### src/rtl/adder8_if.sv
// Operand/result bundle for adder8: the master drives operands and in_valid,
// the slave (adder) returns the combinational and registered results.
interface adder8_if #(
  parameter int WIDTH = 8
);
  logic [WIDTH-1:0] in1;
  logic [WIDTH-1:0] in2;
  logic             in_valid;
  logic [WIDTH-1:0] sum;
  logic             carry;
  logic             ovf;
  logic             zero;
  logic [WIDTH-1:0] sum_q;
  logic             carry_q;
  logic             ovf_q;
  logic             out_valid;

  modport master (
    output in1, in2, in_valid,
    input  sum, carry, ovf, zero, sum_q, carry_q, ovf_q, out_valid
  );

  modport slave (
    input  in1, in2, in_valid,
    output sum, carry, ovf, zero, sum_q, carry_q, ovf_q, out_valid
  );
endinterface

### src/rtl/adder8.sv
// Unsigned ripple-carry adder with carry-out, signed-overflow and zero flags,
// plus a one-stage registered copy of the result qualified by in_valid.
module adder8_fa (
  input  logic a,
  input  logic b,
  input  logic ci,
  output logic s,
  output logic co
);
  assign s  = a ^ b ^ ci;
  assign co = (a & b) | (ci & (a ^ b));
endmodule

module adder8 #(
  parameter int WIDTH = 8
) (
  input logic     clk,
  input logic     rst,
  adder8_if.slave bus
);
  localparam int STAGES = 1;
  localparam int MSB    = WIDTH - 1;

  typedef struct packed {
    logic [WIDTH-1:0] sum;
    logic             carry;
    logic             ovf;
  } res_t;

  logic [WIDTH:0]   c;
  logic [WIDTH-1:0] s;
  res_t             res_d;
  res_t             res_q;
  logic [STAGES:0]  vld_pipe;

  assign c[0] = 1'b0;

  // One full-adder cell per bit; carry ripples LSB to MSB.
  for (genvar gi = 0; gi < WIDTH; gi++) begin : g_fa
    adder8_fa u_fa (
      .a  (bus.in1[gi]),
      .b  (bus.in2[gi]),
      .ci (c[gi]),
      .s  (s[gi]),
      .co (c[gi+1])
    );
  end

  assign res_d.sum   = s;
  assign res_d.carry = c[WIDTH];
  assign res_d.ovf   = (bus.in1[MSB] == bus.in2[MSB]) && (s[MSB] != bus.in1[MSB]);

  assign bus.sum   = res_d.sum;
  assign bus.carry = res_d.carry;
  assign bus.ovf   = res_d.ovf;
  assign bus.zero  = ~|s;

  assign vld_pipe[0] = bus.in_valid;

  // Reset beats a coincident in_valid; without in_valid the result holds.
  always_ff @(posedge clk) begin
    if (rst) begin
      res_q              <= '0;
      vld_pipe[STAGES:1] <= '0;
    end else begin
      if (vld_pipe[0]) res_q <= res_d;
      vld_pipe[STAGES:1] <= vld_pipe[STAGES-1:0];
    end
  end

  assign bus.sum_q     = res_q.sum;
  assign bus.carry_q   = res_q.carry;
  assign bus.ovf_q     = res_q.ovf;
  assign bus.out_valid = vld_pipe[STAGES];
endmodule

### src/flat_wrapper.sv
// flat-port wrapper written by rule: the top's interface ports become plain ports
module adder8_flat 
#(
  parameter int WIDTH = 8
)
  (clk, rst, bus_in1, bus_in2, bus_in_valid, bus_sum, bus_carry, bus_ovf, bus_zero, bus_sum_q, bus_carry_q, bus_ovf_q, bus_out_valid);
  adder8_if #(.WIDTH(WIDTH)) bus_i ();
  input logic clk;
  input logic rst;
  input wire logic [$bits(bus_i.in1)-1:0] bus_in1;
  input wire logic [$bits(bus_i.in2)-1:0] bus_in2;
  input wire logic [$bits(bus_i.in_valid)-1:0] bus_in_valid;
  output wire logic [$bits(bus_i.sum)-1:0] bus_sum;
  output wire logic [$bits(bus_i.carry)-1:0] bus_carry;
  output wire logic [$bits(bus_i.ovf)-1:0] bus_ovf;
  output wire logic [$bits(bus_i.zero)-1:0] bus_zero;
  output wire logic [$bits(bus_i.sum_q)-1:0] bus_sum_q;
  output wire logic [$bits(bus_i.carry_q)-1:0] bus_carry_q;
  output wire logic [$bits(bus_i.ovf_q)-1:0] bus_ovf_q;
  output wire logic [$bits(bus_i.out_valid)-1:0] bus_out_valid;
  assign bus_i.in1 = bus_in1;
  assign bus_i.in2 = bus_in2;
  assign bus_i.in_valid = bus_in_valid;
  assign bus_sum = bus_i.sum;
  assign bus_carry = bus_i.carry;
  assign bus_ovf = bus_i.ovf;
  assign bus_zero = bus_i.zero;
  assign bus_sum_q = bus_i.sum_q;
  assign bus_carry_q = bus_i.carry_q;
  assign bus_ovf_q = bus_i.ovf_q;
  assign bus_out_valid = bus_i.out_valid;
  adder8 #(.WIDTH(WIDTH)) u_core (.clk(clk), .rst(rst), .bus(bus_i));
endmodule
### config.mk
export PLATFORM = sky130hd
export DESIGN_NAME = adder8_flat
export DESIGN_NICKNAME = d
export VERILOG_FILES = /design/src/rtl/adder8_if.sv /design/src/rtl/adder8.sv /design/src/flat_wrapper.sv
export SDC_FILE = /design/constraint.sdc
export NUM_CORES = 1
export LEC_CHECK = 0
export ABC_AREA = 1
export CELL_PAD_IN_SITES_DETAIL_PLACEMENT = 1
export CELL_PAD_IN_SITES_GLOBAL_PLACEMENT = 1
export CORE_ASPECT_RATIO = 1.25
export CORE_MARGIN = 1.5
export CORE_UTILIZATION = 23
export CTS_CLUSTER_SIZE = 14
export DETAILED_ROUTE_END_ITERATION = 7
export GPL_TIMING_DRIVEN = 0
export PLACE_DENSITY = 0.79
export RECOVER_POWER = 100
export SETUP_SLACK_MARGIN = 0.4
export SYNTH_ARGS = -nofsm -noshare
export SYNTH_HDL_FRONTEND = slang
export SYNTH_HIERARCHICAL = 1
export SYNTH_SLANG_ARGS = --single-unit
### constraint.sdc
create_clock -name clk -period 6.15 [get_ports clk]
set_clock_uncertainty 0.05 [all_clocks]
set_input_delay 0.9225 -clock clk [delete_from_list [all_inputs] [get_ports clk]]
set_output_delay 0.9225 -clock clk [all_outputs]
set_load 0.03 [all_outputs]
==> impl_metrics.toml, run 1 <==
[status]
outcome = "complete, no violations"

[floorplanning]
dieArea_sq_um = 2894
placementRows = 20
effective_utilization_at_floorplan_pct = 24.18
floorplan.io_pins = 41
core_area_sq_um = 2452
chipHeight_um = 59.78
dieWidth_um = 48.42

[layout]
antenna_diode_count = 0
sequential_cell_area_sq_um = 220.2
net_count_final = 141
multiInputGateArea_sq_um = 351.6
ratio_of_cells_with_drive_above_1_in_the_final_layout_pct = 14.16
final_cell_count_no_fill = 146
fin_area_sq_um = 1071
layout-area-overhead-vs-synth_pct = 80.59
filler_cell_count = 320

[route]
final_antenna_net_count = 0
detailroute.via_count = 627
routed_wire_length_per_instance_um = 13.53
drt_first_iter_violations = 5
drc_errors = 0
detailedRoute.firstPassIterationCount = 2
routed_wirelength_um = 1976
route.detailed.vias_per_inst = 4.295

[critical_path]
crit_path_max_fanout = 2
worst_path_most_repeated_cell = "sky130_fd_sc_hd__fa_2"
worst_r2r_startpoint = "u_core/bus.sum_q[7]"
cp_slowest_stage_delay_ps = 700
crit_chain = "dlygate4sd2_1, fa_2, fa_1, fa_1, fa_1, fa_2, fa_2, fa_2, fa_2, dlygate4sd3_1"
timing.setup.critical_path_class = "in -> out"
worstSetupStartpoint = "bus_in1[0]"
crit_slowest_cell = "sky130_fd_sc_hd__dlygate4sd3_1"
reg2reg_setup_slack_ps = 5430
critPathArrivalTime_ps = 4860
crit_end_element = "output port"
critPathRequiredTime_ps = 5180
startpoint_type = "primary input"

[pwr]
power.density_nw_per_um2 = 239.7
total_leakage_power_uw = 0.0004605
irDropWorstVdd_mv = 0.1183

[clocking]
htree_num_levels = 1
clock-root-buffer = "sky130_fd_sc_hd__clkbuf_4"
clock_tree_from_tritoncts = "done"
worstSkewPairLatency_ps = 270
cts.path.max_buffers = 2
sink_count_of_the_clock_tree = 11
path_clk_slew_ps = 60
cts-buffers-inserted = 3

[placement]
numPlacedInstances = 141
placed_area_sq_um = 1037
pre_cts_ws_ps = -490.2
gp_routability_congestion = 0.8102
place.port_buffers = 40
dp_hpwl_um = 1501

[yosys]
xor_xnor_portion_of_the_synthesized_cell_area_pct = 0
syn_area_sq_um = 593.1
synth_compound_area_share_pct = 10.76
flip_flop_and_latch_count_after_synthesis = 11
synth_fa_ha_area_share_pct = 27.00
synthMuxAreaShare_pct = 0
postSynthCellCount = 68
combinational_family_with_the_most_area_after_synthesis = "adder cells"
synthSimpleGateAreaFrac_pct = 18.35
synth_top_cell_by_area = "sky130_fd_sc_hd__dfxtp_1"
ys_types = 13
ys_seq_area_share_pct = 37.13
synth_area_leaders = "sky130_fd_sc_hd__dfxtp_1 37%, sky130_fd_sc_hd__fa_1 27%, sky130_fd_sc_hd__nor2_1 14%"
yosysTopAreaCellShare_pct = 37.13
yosys_warning_count = 6
synthesis.nets = 95
postSynthAreaPerCell_sq_um = 8.722

[timing]
report.final.hold_viol_count = 0
final_min_period_over_clock_period_pct = 94.83
rsz_0062_raised_after_global_routing = "no"
timing.fmax_mhz = 171.5
setup_viol_count_final = 0
setup_ws_post_layout_ps = 318.2
post-route-min-period_ps = 5832
drv_slew = 0

[grt]
grt_first_pass_wirelength_um = 3339
first_global_vias = 721
grt_antenna_before_repair = 0
global_route.overflow_total = 0
grt_start_max_net_pins = 11
globalRouteTotalUtil_pct = 15.58

[run]
cap_violations = 0

[min_path]
startpoint_of_the_worst_hold_path = "u_core/bus.sum_q[0]"
worstHoldPathType = "reg -> reg"
cells by family (layout without fill, tap and decap cells):
group / after synthesis / count (layout)
buffers and inverters: 7 / 52
adders and majority gates: 8 / 8
DFF: 11 / 11
and+or+nand+nor: 29 / 29
AOI/OAI and AO/OA: 12 / 12
other: 1 / 1
cell usage after synthesis:
| cell type | instances |
|---|---|
| sky130_fd_sc_hd__inv_2 | 1 |
| sky130_fd_sc_hd__fa_1 | 8 |
| sky130_fd_sc_hd__conb_1 | 1 |
| sky130_fd_sc_hd__inv_4 | 1 |
| sky130_fd_sc_hd__inv_1 | 4 |
| sky130_fd_sc_hd__buf_6 | 1 |
| sky130_fd_sc_hd__nor2_1 | 22 |
| sky130_fd_sc_hd__nand2_1 | 7 |
| sky130_fd_sc_hd__o21ai_2 | 1 |
| sky130_fd_sc_hd__a21oi_1 | 2 |
| sky130_fd_sc_hd__o21ai_0 | 2 |
| sky130_fd_sc_hd__dfxtp_1 | 11 |
| sky130_fd_sc_hd__o21ai_1 | 7 |
path summary, 6_finish.rpt:
path	to	cells past startpoint
worst max-delay path	bus_carry	10
worst min-delay path	u_core/bus.sum_q[0]	2
worst max register to register	u_core/bus.sum_q[7]	2
worst min register to register	u_core/bus.sum_q[0]	2
routing by layer:
| layer | global-route usage, % | vias to the layer above | wire (um) |
|---|---|---|---|
| li1 | - | 297 | - |
| met1 | 14.71 | 300 | 724 |
| met2 | 31.55 | 30 | 1108 |
| met3 | 6.250 | 0 | 143 |
| met4 | 3.673 | 0 | 0 |
| met5 | 0 | - | 0 |
through the flow:
| step | TNS [ps] | utilization, % | hold slack [ps] | total power [uW] |
|---|---|---|---|---|
| after floorplan | 0 | - | 559.6 | 156.7 |
| after global placement | -1064 | 42.30 | 422.6 | 210.2 |
| after detailed placement | -1151 | 42.30 | 434.3 | 213.4 |
| after CTS | 0 | 44.29 | 453.4 | 268.3 |
| after global routing | 0 | 43.67 | 480.4 | 273.8 |
| final | 0 | 43.67 | 442.5 | 256.8 |
flip-flops by register name, indices dropped and copies added, names as in the netlist:
register              count
u_core/bus.sum_q          8
u_core/bus.carry_q        1
u_core/bus.out_valid      1
u_core/bus.ovf_q          1
where the power goes:
part / total [uW] / internal, uW / switching, uW
clock: 48.6 / 25.1 / 23.5
combinational: 127 / 53.0 / 74.0
sequential: 81.1 / 77.8 / 3.36
total: 257 / 156 / 101
worst max-delay path, delay by kind of cell:
| kind | cells | cell delay, ps |
|---|---|---|
| adder cells (fa/ha/maj) | 8 | 2990 |
| buffers and inverters | 2 | 940 |
placed cells by master (no fill, tap or decap), drive strengths merged:
master,netlist,layout
fa,8,8
dlygate4sd3,0,20
buf,1,3
nand2,7,7
clkbuf,0,5
dfxtp,11,11
clkdlybuf4s25,0,1
conb,1,1
clkdlybuf4s15,0,1
a21oi,2,2
dlygate4sd2,0,1
inv,6,6
clkdlybuf4s50,0,15
nor2,22,22
o21ai,10,10
area by class of cell:
class / instances / share of cell area, %
well taps: 33 / 3.855
repair buffers: 41 / 37.62
plain buffers: 1 / 0.3505
inverters: 6 / 2.336
multi-input cells: 50 / 32.83
clock buffers: 4 / 2.453
flip-flops and latches: 11 / 20.56
timing repair:
item	4_1_cts	5_1_grt
setup buffers	1	0
hold buffers	0	0
setup endpoints to repair	5	5
pin swaps	9	6
gates resized for setup	26	0
cloned	0	0
Power figures use the tool's default switching activity.
==> inputs of run 2 (changes only) <==
--- a/config.mk
+++ b/config.mk
@@ -6,15 +6,15 @@
 export NUM_CORES = 1
 export LEC_CHECK = 0
 export ABC_AREA = 1
-export CELL_PAD_IN_SITES_DETAIL_PLACEMENT = 1
-export CELL_PAD_IN_SITES_GLOBAL_PLACEMENT = 1
+export CELL_PAD_IN_SITES_DETAIL_PLACEMENT = 2
+export CELL_PAD_IN_SITES_GLOBAL_PLACEMENT = 2
 export CORE_ASPECT_RATIO = 1.25
 export CORE_MARGIN = 1.5
-export CORE_UTILIZATION = 23
+export CORE_UTILIZATION = 17
 export CTS_CLUSTER_SIZE = 14
 export DETAILED_ROUTE_END_ITERATION = 7
 export GPL_TIMING_DRIVEN = 0
-export PLACE_DENSITY = 0.79
+export PLACE_DENSITY = 0.77
 export RECOVER_POWER = 100
 export SETUP_SLACK_MARGIN = 0.4
 export SYNTH_ARGS = -nofsm -noshare
==> constraint.sdc (replaced) <==
create_clock -name clk -period 6.15 [get_ports clk]
set_clock_uncertainty 0.05 [all_clocks]
set_input_delay 0.615 -clock clk [delete_from_list [all_inputs] [get_ports clk]]
set_output_delay 0.615 -clock clk [all_outputs]
set_load 0.03 [all_outputs]
==> run 2 against run 1 <==
Clock power grew 49%. Register-to-register slack about the same. Final area up 0.12%. Die area up 33%. Hold slack hardly changed. Worst setup slack better by 70 ps. Fmax up 1.2%. Via count shrank 0.80%. Power rose by 6.9%. Largest power group unchanged.
==> impl_metrics.toml, run 2 (synthesized netlist as in run 1, its figures left out) <==
[status]
outcome = "complete, no violations"

[grt]
grt_start_max_net_pins = 11
grt_first_pass_wirelength_um = 3484
first_global_vias = 764
globalRouteTotalUtil_pct = 11.60
global_route.overflow_total = 0
grt_antenna_before_repair = 0

[layout]
layout-area-overhead-vs-synth_pct = 80.80
final_core_utilization_pct = 32.68
ratio_of_cells_with_drive_above_1_in_the_final_layout_pct = 7.143
largest_register_ff_count = 8
most_frequent_standard_cell_in_the_layout_excluding_fill_and_tap_cells = "sky130_fd_sc_hd__nor2_1"
multiInputGateArea_sq_um = 336.6
net_count_final = 140
sequential_cell_area_sq_um = 220.2
filler_cell_count = 393
most-common-layout-cells = "22 x sky130_fd_sc_hd__nor2_1, 21 x sky130_fd_sc_hd__dlygate4sd3_1, 16 x sky130_fd_sc_hd__clkdlybuf4s50_1, 11 x sky130_fd_sc_hd__dfxtp_1, 8 x sky130_fd_sc_hd__fa_1"
antenna_diode_count = 0

[run]
cap_violations = 0

[critical_path]
critPathRequiredTime_ps = 5480
reg2reg_setup_slack_ps = 5440
rr_endpoint = "u_core/bus.ovf_q"
startpoint_type = "primary input"
worst_r2r_startpoint = "u_core/bus.ovf_q"
timing.reg2reg.worst_path_depth = 2
crit_path_max_fanout = 4
critPathArrivalTime_ps = 5100
crit_end_element = "output port"
timing.setup.critical_path_class = "in -> out"

[floorplanning]
floorplan.io_pins = 41
dieWidth_um = 55.83
core_area_sq_um = 3281
chipHeight_um = 69.04
placementRows = 23
effective_utilization_at_floorplan_pct = 18.08
dieArea_sq_um = 3854

[clocking]
cts-buffers-inserted = 3
htree_num_levels = 1
cts.path.max_buffers = 2
path_clk_slew_ps = 50
cts_setup_buffers = 0
sink_count_of_the_clock_tree = 11
clock-root-buffer = "sky130_fd_sc_hd__clkbuf_8"
clock_tree_from_tritoncts = "done"
worstSkewPairLatency_ps = 230

[min_path]
worstHoldPathType = "reg -> reg"
hold_depth = 2
startpoint_of_the_worst_hold_path = "u_core/bus.carry_q"
min_delay_endpoint = "u_core/bus.carry_q"

[route]
detailedRoute.firstPassIterationCount = 2
routed_wirelength_um = 2016
route.detailed.vias_per_inst = 4.174
routed_wire_length_per_instance_um = 13.53
final_antenna_net_count = 0
drt_first_iter_violations = 4
drc_errors = 0
detailroute.via_count = 622

[pwr]
p_int_uw = 171.9
power.density_nw_per_um2 = 255.9
netSwitchingFraction_pct = 37.34
power_switching_uw = 102.5
irDropWorstVdd_mv = 0.1130
total_leakage_power_uw = 0.0004673
register_share_of_total_power_pct = 29.5
power.combinational.fraction_pct = 44.1
clock_power_share_pct = 26.4

[timing]
final_min_period_over_clock_period_pct = 93.69
rsz_0062_raised_after_global_routing = "yes"
report.final.hold_viol_count = 0
setup_viol_count_final = 0
post-route-min-period_ps = 5762
setup_ws_post_layout_ps = 388.3
timing.fmax_mhz = 173.6
drv_slew = 0
whs_ps = 442.8

[placement]
dp_hpwl_um = 1762
pre_cts_ws_ps = -4.782
gp_routability_congestion = 0.6769
place.port_buffers = 40
-- run 2: cell types whose count changed in the layout (fill, tap and decap cells not counted), sizes merged --
cell and change:
buf -1, clkdlybuf4s15 -1, clkdlybuf4s25 -1, clkdlybuf4s50 +1
dlygate4sd3 +1
-- run 2: layout make-up --
| type | instances | area share, % |
|---|---|---|
| flip-flops and latches | 11 | 20.54 |
| repair buffers | 40 | 36.17 |
| multi-input cells | 50 | 31.39 |
| inverters | 6 | 2.334 |
| well taps | 37 | 4.317 |
| clock buffers | 4 | 4.201 |
| plain buffers | 1 | 1.050 |
-- run 2: worst max-delay path, stage by stage --
cell                            delay [ps]
sky130_fd_sc_hd__dlygate4sd3_1         560
sky130_fd_sc_hd__fa_1                  440
sky130_fd_sc_hd__fa_1                  390
sky130_fd_sc_hd__fa_1                  390
sky130_fd_sc_hd__fa_1                  400
sky130_fd_sc_hd__fa_1                  390
sky130_fd_sc_hd__fa_1                  390
sky130_fd_sc_hd__fa_1                  400
sky130_fd_sc_hd__fa_1                  580
sky130_fd_sc_hd__inv_1                  90
sky130_fd_sc_hd__nand2_1                70
sky130_fd_sc_hd__nand2_1                50
sky130_fd_sc_hd__nand2_1               100
sky130_fd_sc_hd__inv_1                  50
sky130_fd_sc_hd__buf_2                 170
-- run 2: worst max-delay path by stage --
stage	slack, ps	end	from	cells after the start
detailed placement	-5	bus_ovf	bus_in1[0]	15
global route	160	bus_ovf	bus_in1[0]	15
CTS	350	bus_ovf	bus_in1[0]	15
floorplan	940	bus_zero	bus_in1[0]	11
finish	390	bus_ovf	bus_in1[0]	15
global placement	130	bus_ovf	bus_in1[0]	15
-- run 2: power groups by stage --
| stage | Combinational, uW | Sequential, uW | Clock, uW |
|---|---|---|---|
| after global placement | 129 | 82.6 | 0 |
| final | 121 | 81.0 | 72.4 |
| after detailed placement | 132 | 82.8 | 0 |
| after global routing | 132 | 81.9 | 81.8 |
| after floorplan | 61.1 | 95.4 | 0 |
| after CTS | 132 | 81.4 | 76.5 |
-- run 2: layer usage --
metal	part of all wire (%)	vias to the layer above	track usage (%)
met1	35	297	11.43
li1	-	294	-
met3	8.7	2	3.940
met2	56	29	22.49
met5	0	-	0
met4	0.50	0	3.175
-- run 2: through the flow --
| stage | total power (uW) | cell area [sq um] | TNS [ps] | cells |
|---|---|---|---|---|
| after CTS | 289.5 | 1084 | 0 | 149 |
| after global placement | 211.1 | 1040 | 0 | 145 |
| after detailed placement | 215.3 | 1040 | -4.782 | 145 |
| after global routing | 295.3 | 1072 | 0 | 149 |
| after floorplan | 156.4 | 593.1 | 0 | 68 |
| final | 274.4 | 1072 | 0 | 149 |
-- run 2: timing repair --
item                                    CTS  global route
endpoints found under the setup margin    3             2
resized for setup                         5             5
hold endpoints to repair                  0             0
hold buffers                              0             0
